**config.mk**
```make
export PLATFORM = sky130hd
export DESIGN_NAME = serial_bit_feeder
export DESIGN_NICKNAME = d
export VERILOG_FILES = /design/src/rtl/serial_bit_feeder.sv
export SDC_FILE = /design/constraint.sdc
export NUM_CORES = 1
export LEC_CHECK = 0
export BUFFER_PORTS_ARGS = -buffer_cell sky130_fd_sc_hd__buf_2
export CAP_MARGIN = 25
export CORE_ASPECT_RATIO = 1.1
export CORE_MARGIN = 4
export CORE_UTILIZATION = 40
export CTS_BUF_LIST = sky130_fd_sc_hd__clkbuf_16
export CTS_CLUSTER_DIAMETER = 50
export DETAILED_ROUTE_END_ITERATION = 10
export MAX_ROUTING_LAYER = met4
export PLACE_DENSITY = 0.7
export SETUP_SLACK_MARGIN = 0.2
export SYNTH_ARGS = -nofsm -noshare
export SYNTH_HDL_FRONTEND = slang
export SYNTH_SLANG_ARGS = --single-unit
```
**constraint.sdc**
```tcl
create_clock -name clk -period 1.6 [get_ports clk]
set_clock_uncertainty 0.1 [all_clocks]
set_input_delay 0.16 -clock clk [delete_from_list [all_inputs] [get_ports clk]]
set_output_delay 0.16 -clock clk [all_outputs]
set_load 0.01 [all_outputs]
```
**src/rtl/serial_bit_feeder.sv**
```systemverilog
// Parallel-to-serial front end for the sequence detector.
// A one-word holding buffer lets consecutive words stream out with no gap bits.
module serial_bit_feeder #(
    parameter int WIDTH     = 8,
    parameter bit MSB_FIRST = 1'b1,
    parameter bit IDLE_BIT  = 1'b0
) (
    input  logic             clk,
    input  logic             reset,
    input  logic [WIDTH-1:0] data_in,
    input  logic             data_valid,
    output logic             data_ready,
    input  logic             enable,
    output logic             x_out,
    output logic             bit_valid,
    output logic             frame_start,
    output logic             busy
);

    localparam int            CW   = $clog2(WIDTH);
    localparam logic [CW-1:0] LAST = CW'(WIDTH - 1);

    typedef enum logic {
        IDLE,
        SHIFT
    } state_t;

    state_t           state_q, state_d;
    logic [WIDTH-1:0] hold_q, hold_d;
    logic             holdFull_q, holdFull_d;
    logic [WIDTH-1:0] shift_q, shift_d;
    logic [CW-1:0]    count_q, count_d;
    logic             x_q, x_d;
    logic             bitValid_q, bitValid_d;
    logic             frameStart_q, frameStart_d;

    logic             accept;
    logic             headBit;
    logic [WIDTH-1:0] shifted;

    assign data_ready  = !reset && !holdFull_q;
    assign accept      = data_valid && data_ready;
    assign busy        = (state_q == SHIFT) || holdFull_q;
    assign x_out       = x_q;
    assign bit_valid   = bitValid_q;
    assign frame_start = frameStart_q;

    // The head is always the bit about to leave; shifting moves the next one into its place.
    assign headBit = MSB_FIRST ? shift_q[WIDTH-1] : shift_q[0];
    assign shifted = MSB_FIRST ? (shift_q << 1) : (shift_q >> 1);

    always_comb begin
        state_d      = state_q;
        hold_d       = hold_q;
        holdFull_d   = holdFull_q;
        shift_d      = shift_q;
        count_d      = count_q;
        x_d          = x_q;
        bitValid_d   = 1'b0;
        frameStart_d = 1'b0;

        // accept only happens with an empty buffer, so it never races the reloads below
        if (accept) begin
            hold_d     = data_in;
            holdFull_d = 1'b1;
        end

        case (state_q)
            IDLE: begin
                x_d = IDLE_BIT;
                if (holdFull_q) begin
                    shift_d    = hold_q;
                    holdFull_d = 1'b0;
                    count_d    = '0;
                    state_d    = SHIFT;
                end
            end
            SHIFT: begin
                if (enable) begin
                    x_d          = headBit;
                    bitValid_d   = 1'b1;
                    frameStart_d = (count_q == '0);
                    shift_d      = shifted;
                    count_d      = count_q + CW'(1);
                    if (count_q == LAST) begin
                        count_d = '0;
                        if (holdFull_q) begin
                            shift_d    = hold_q;
                            holdFull_d = 1'b0;
                        end else begin
                            state_d = IDLE;
                        end
                    end
                end
            end
            default: begin
                state_d = IDLE;
            end
        endcase
    end

    always_ff @(posedge clk) begin
        if (reset) begin
            state_q      <= IDLE;
            hold_q       <= '0;
            holdFull_q   <= 1'b0;
            shift_q      <= '0;
            count_q      <= '0;
            x_q          <= IDLE_BIT;
            bitValid_q   <= 1'b0;
            frameStart_q <= 1'b0;
        end else begin
            state_q      <= state_d;
            hold_q       <= hold_d;
            holdFull_q   <= holdFull_d;
            shift_q      <= shift_d;
            count_q      <= count_d;
            x_q          <= x_d;
            bitValid_q   <= bitValid_d;
            frameStart_q <= frameStart_d;
        end
    end

endmodule

```
==> impl_metrics.json <==
{
  "ant_nets": 0,
  "cts_buffer_depth": 2,
  "synth_nets": 125,
  "p_clk_share_pct": 39.4,
  "clk_pin_slew_ns": 0.06,
  "worst_slack_ns": 0.111,
  "cts_hold_buf": 0,
  "grt_usage_pct": 12.7,
  "fillers": 234,
  "startpoint_type": "flip-flop",
  "first_pass_iters": 4,
  "pin_count": 17,
  "cap_violations": 0,
  "layout-drive-gt1-share_pct": 27.4,
  "vias": 765,
  "rsz0062_at_grt": "true",
  "rows": 18,
  "yosysWarningCount": 0,
  "ys_ff_latch": 24,
  "drcViolationCount": 0,
  "grt_pass1_wl_microns": 3310,
  "combPwrFrac_pct": 11.1,
  "syn_inst": 109,
  "finalWeightedCongestion": 0.797,
  "ys_types": 23,
  "status": "completed",
  "antennaDiodeCount": 0,
  "viasPerCell": 4.97,
  "area_growth_pct": 20.4,
  "hold_viol_final": 0,
  "fin_total_pwr_mw": 1.33,
  "p_int_mw": 1.04,
  "core_sq_um": 2340,
  "worst_pin_slew_ns": 0.569,
  "grt_overflow": 0,
  "cp.required_ns": 1.62,
  "post-route-min-period_ns": 1.49,
  "final_cell_mix": "dfxtp_1 (20), nand2_1 (18), buf_2 (16), nor2_1 (14), a21oi_1 (10)",
  "avgSynthCellArea_sq_um": 9.32,
  "final_common_cell": "dfxtp_1",
  "finalSetupTns_ns": 0,
  "holdCritPathClass": "in2reg",
  "post_drt_wl_per_cell_microns": 11.8,
  "ys_seq_area_share_pct": 47.3,
  "grt_pass1_vias": 773,
  "p_per_area_nw_per_um2": 1090,
  "vdd_drop_max_mv": 0.758,
  "final_nets": 141,
  "portBuffers": 16,
  "swShare_pct": 22.2,
  "power.switching_mw": 0.296,
  "p_seq_share_pct": 49.5,
  "arrival_ns": 1.51,
  "p_leak_nw": 0.488,
  "clk_latency_ns": 0.25,
  "tritoncts": "yes",
  "drt_iter0_markers": 19,
  "clkSinkCount": 24,
  "numCtsBuffers": 3,
  "slew_viol_final": 0,
  "relSlewSlack_pct": 62.0,
  "wl_microns": 1810,
  "post-dp-hpwl_microns": 1270,
  "path_class": "reg2reg",
  "dieArea_sq_um": 3410,
  "root_buffer": "clkbuf_16",
  "antenna_found_initial": 0,
  "clock.fmax_mhz": 671,
  "synth_area_sq_um": 1020,
  "cp-end-kind": "flip-flop",
  "numPlacedInstances": 148,
  "instances_no_fill": 154,
  "setup_violations": 0,
  "die_h_microns": 60.9,
  "place_ws_ns": 0.0773,
  "fp.dieW_microns": 56.1,
  "fin_crit_sh_pct": 93.1,
  "grt_max_degree": 25,
  "crit_fanout": 7,
  "initial_core_util_pct": 43.4,
  "whs_ns": 0.0436,
  "htree_levels": 1
}
power by group through the flow:
stage | clock, mW | combinational (mW) | sequential, mW
2_1_floorplan | 0 | 0.122 | 0.660
3_3_place_gp | 0 | 0.136 | 0.670
3_5_place_dp | 0 | 0.141 | 0.672
4_1_cts | 0.542 | 0.146 | 0.659
5_1_grt | 0.562 | 0.172 | 0.665
6_report | 0.525 | 0.149 | 0.660
final timing paths:
kind	startpoint	end	slack (ns)	cells after the start
worst max-delay path	count_q[1]	shift_q[1]	0.11	6
worst min-delay path	data_in[0]	hold_q[0]	0.04	3
worst max register to register	count_q[1]	shift_q[1]	0.11	6
worst min register to register	hold_q[5]	hold_q[5]	0.35	2
area by class of cell:
type	instances	area [sq um]	share of cell area (%)
multi-input cells	75	508	41.5
flip-flops and latches	24	485	39.7
repair buffers	19	106	8.69
clock buffers	3	75.1	6.13
well taps	30	37.5	3.07
inverters	2	7.51	0.613
clock inverters	1	3.75	0.307
cells by family after synthesis:
group           after synthesis  share of synthesized area (%)
fa+ha+maj                     4                           4.93
simple gates                 38                           15.9
mux                          10                           10.3
buf+inv                      10                           6.03
compound gates               23                           15.5
flops                        24                           47.3
Yosys cell counts:
cell      instances  share of area [%]
mux2_4            1                1.5
or2_2             1               0.62
a22o_1            2                1.7
ha_1              4                4.9
inv_1             2               0.74
a21boi_2          1                1.1
nor2b_1           1               0.62
nor4b_1           1               0.86
a211oi_1          7                5.2
buf_2             1               0.49
a21boi_0          1               0.74
nand2b_1          1               0.62
a21bo_2           1               0.99
nand2_1          18                6.6
mux2i_1           9                8.9
a21oi_1          10                4.9
nor3b_1           1               0.74
dfxtp_1          24                 47
clkbuf_1          4                1.5
buf_6             3                3.3
or3_1             1               0.62
a32oi_1           1               0.86
nor2_1           14                5.2
registers in the layout, indices dropped and copies added (netlist names):
signal / cells
shift_q: 8
hold_q: 8
state_q: 1
x_out: 1
holdFull_q: 1
frame_start: 1
bit_valid: 1
count_q: 3
critical path, cell delays in order, from the launching register on:
cell and delay (ns):
dfxtp_2 0.33, ha_4 0.17, ha_4 0.16, a21boi_2 0.12
buf_6 0.16, mux2i_2 0.23, a211oi_2 0.08
metal layers:
metal	share of wire [%]	global-route usage, %	vias to the layer above	wire length (microns)
li1	-	-	399	-
met1	47	14.4	341	859
met2	47	21.9	23	848
met3	5.1	3.19	2	92
met4	0.66	5.08	0	12
met5	0	-	-	0
per-stage QoR:
stage | area (sq um) | util, %
floorplan | 1020 | -
global placement | 1090 | 46.6
detailed placement | 1090 | 46.6
CTS | 1210 | 51.8
global route | 1220 | 52.2
finish | 1220 | 52.2
repair_timing:
| action | in CTS | in global routing |
|---|---|---|
| endpoints found under the setup margin | 7 | 21 |
| setup buffers | 2 | 0 |
| pin swaps | 6 | 3 |
| gates resized for setup | 5 | 4 |
(Power assumes the default switching activity.)
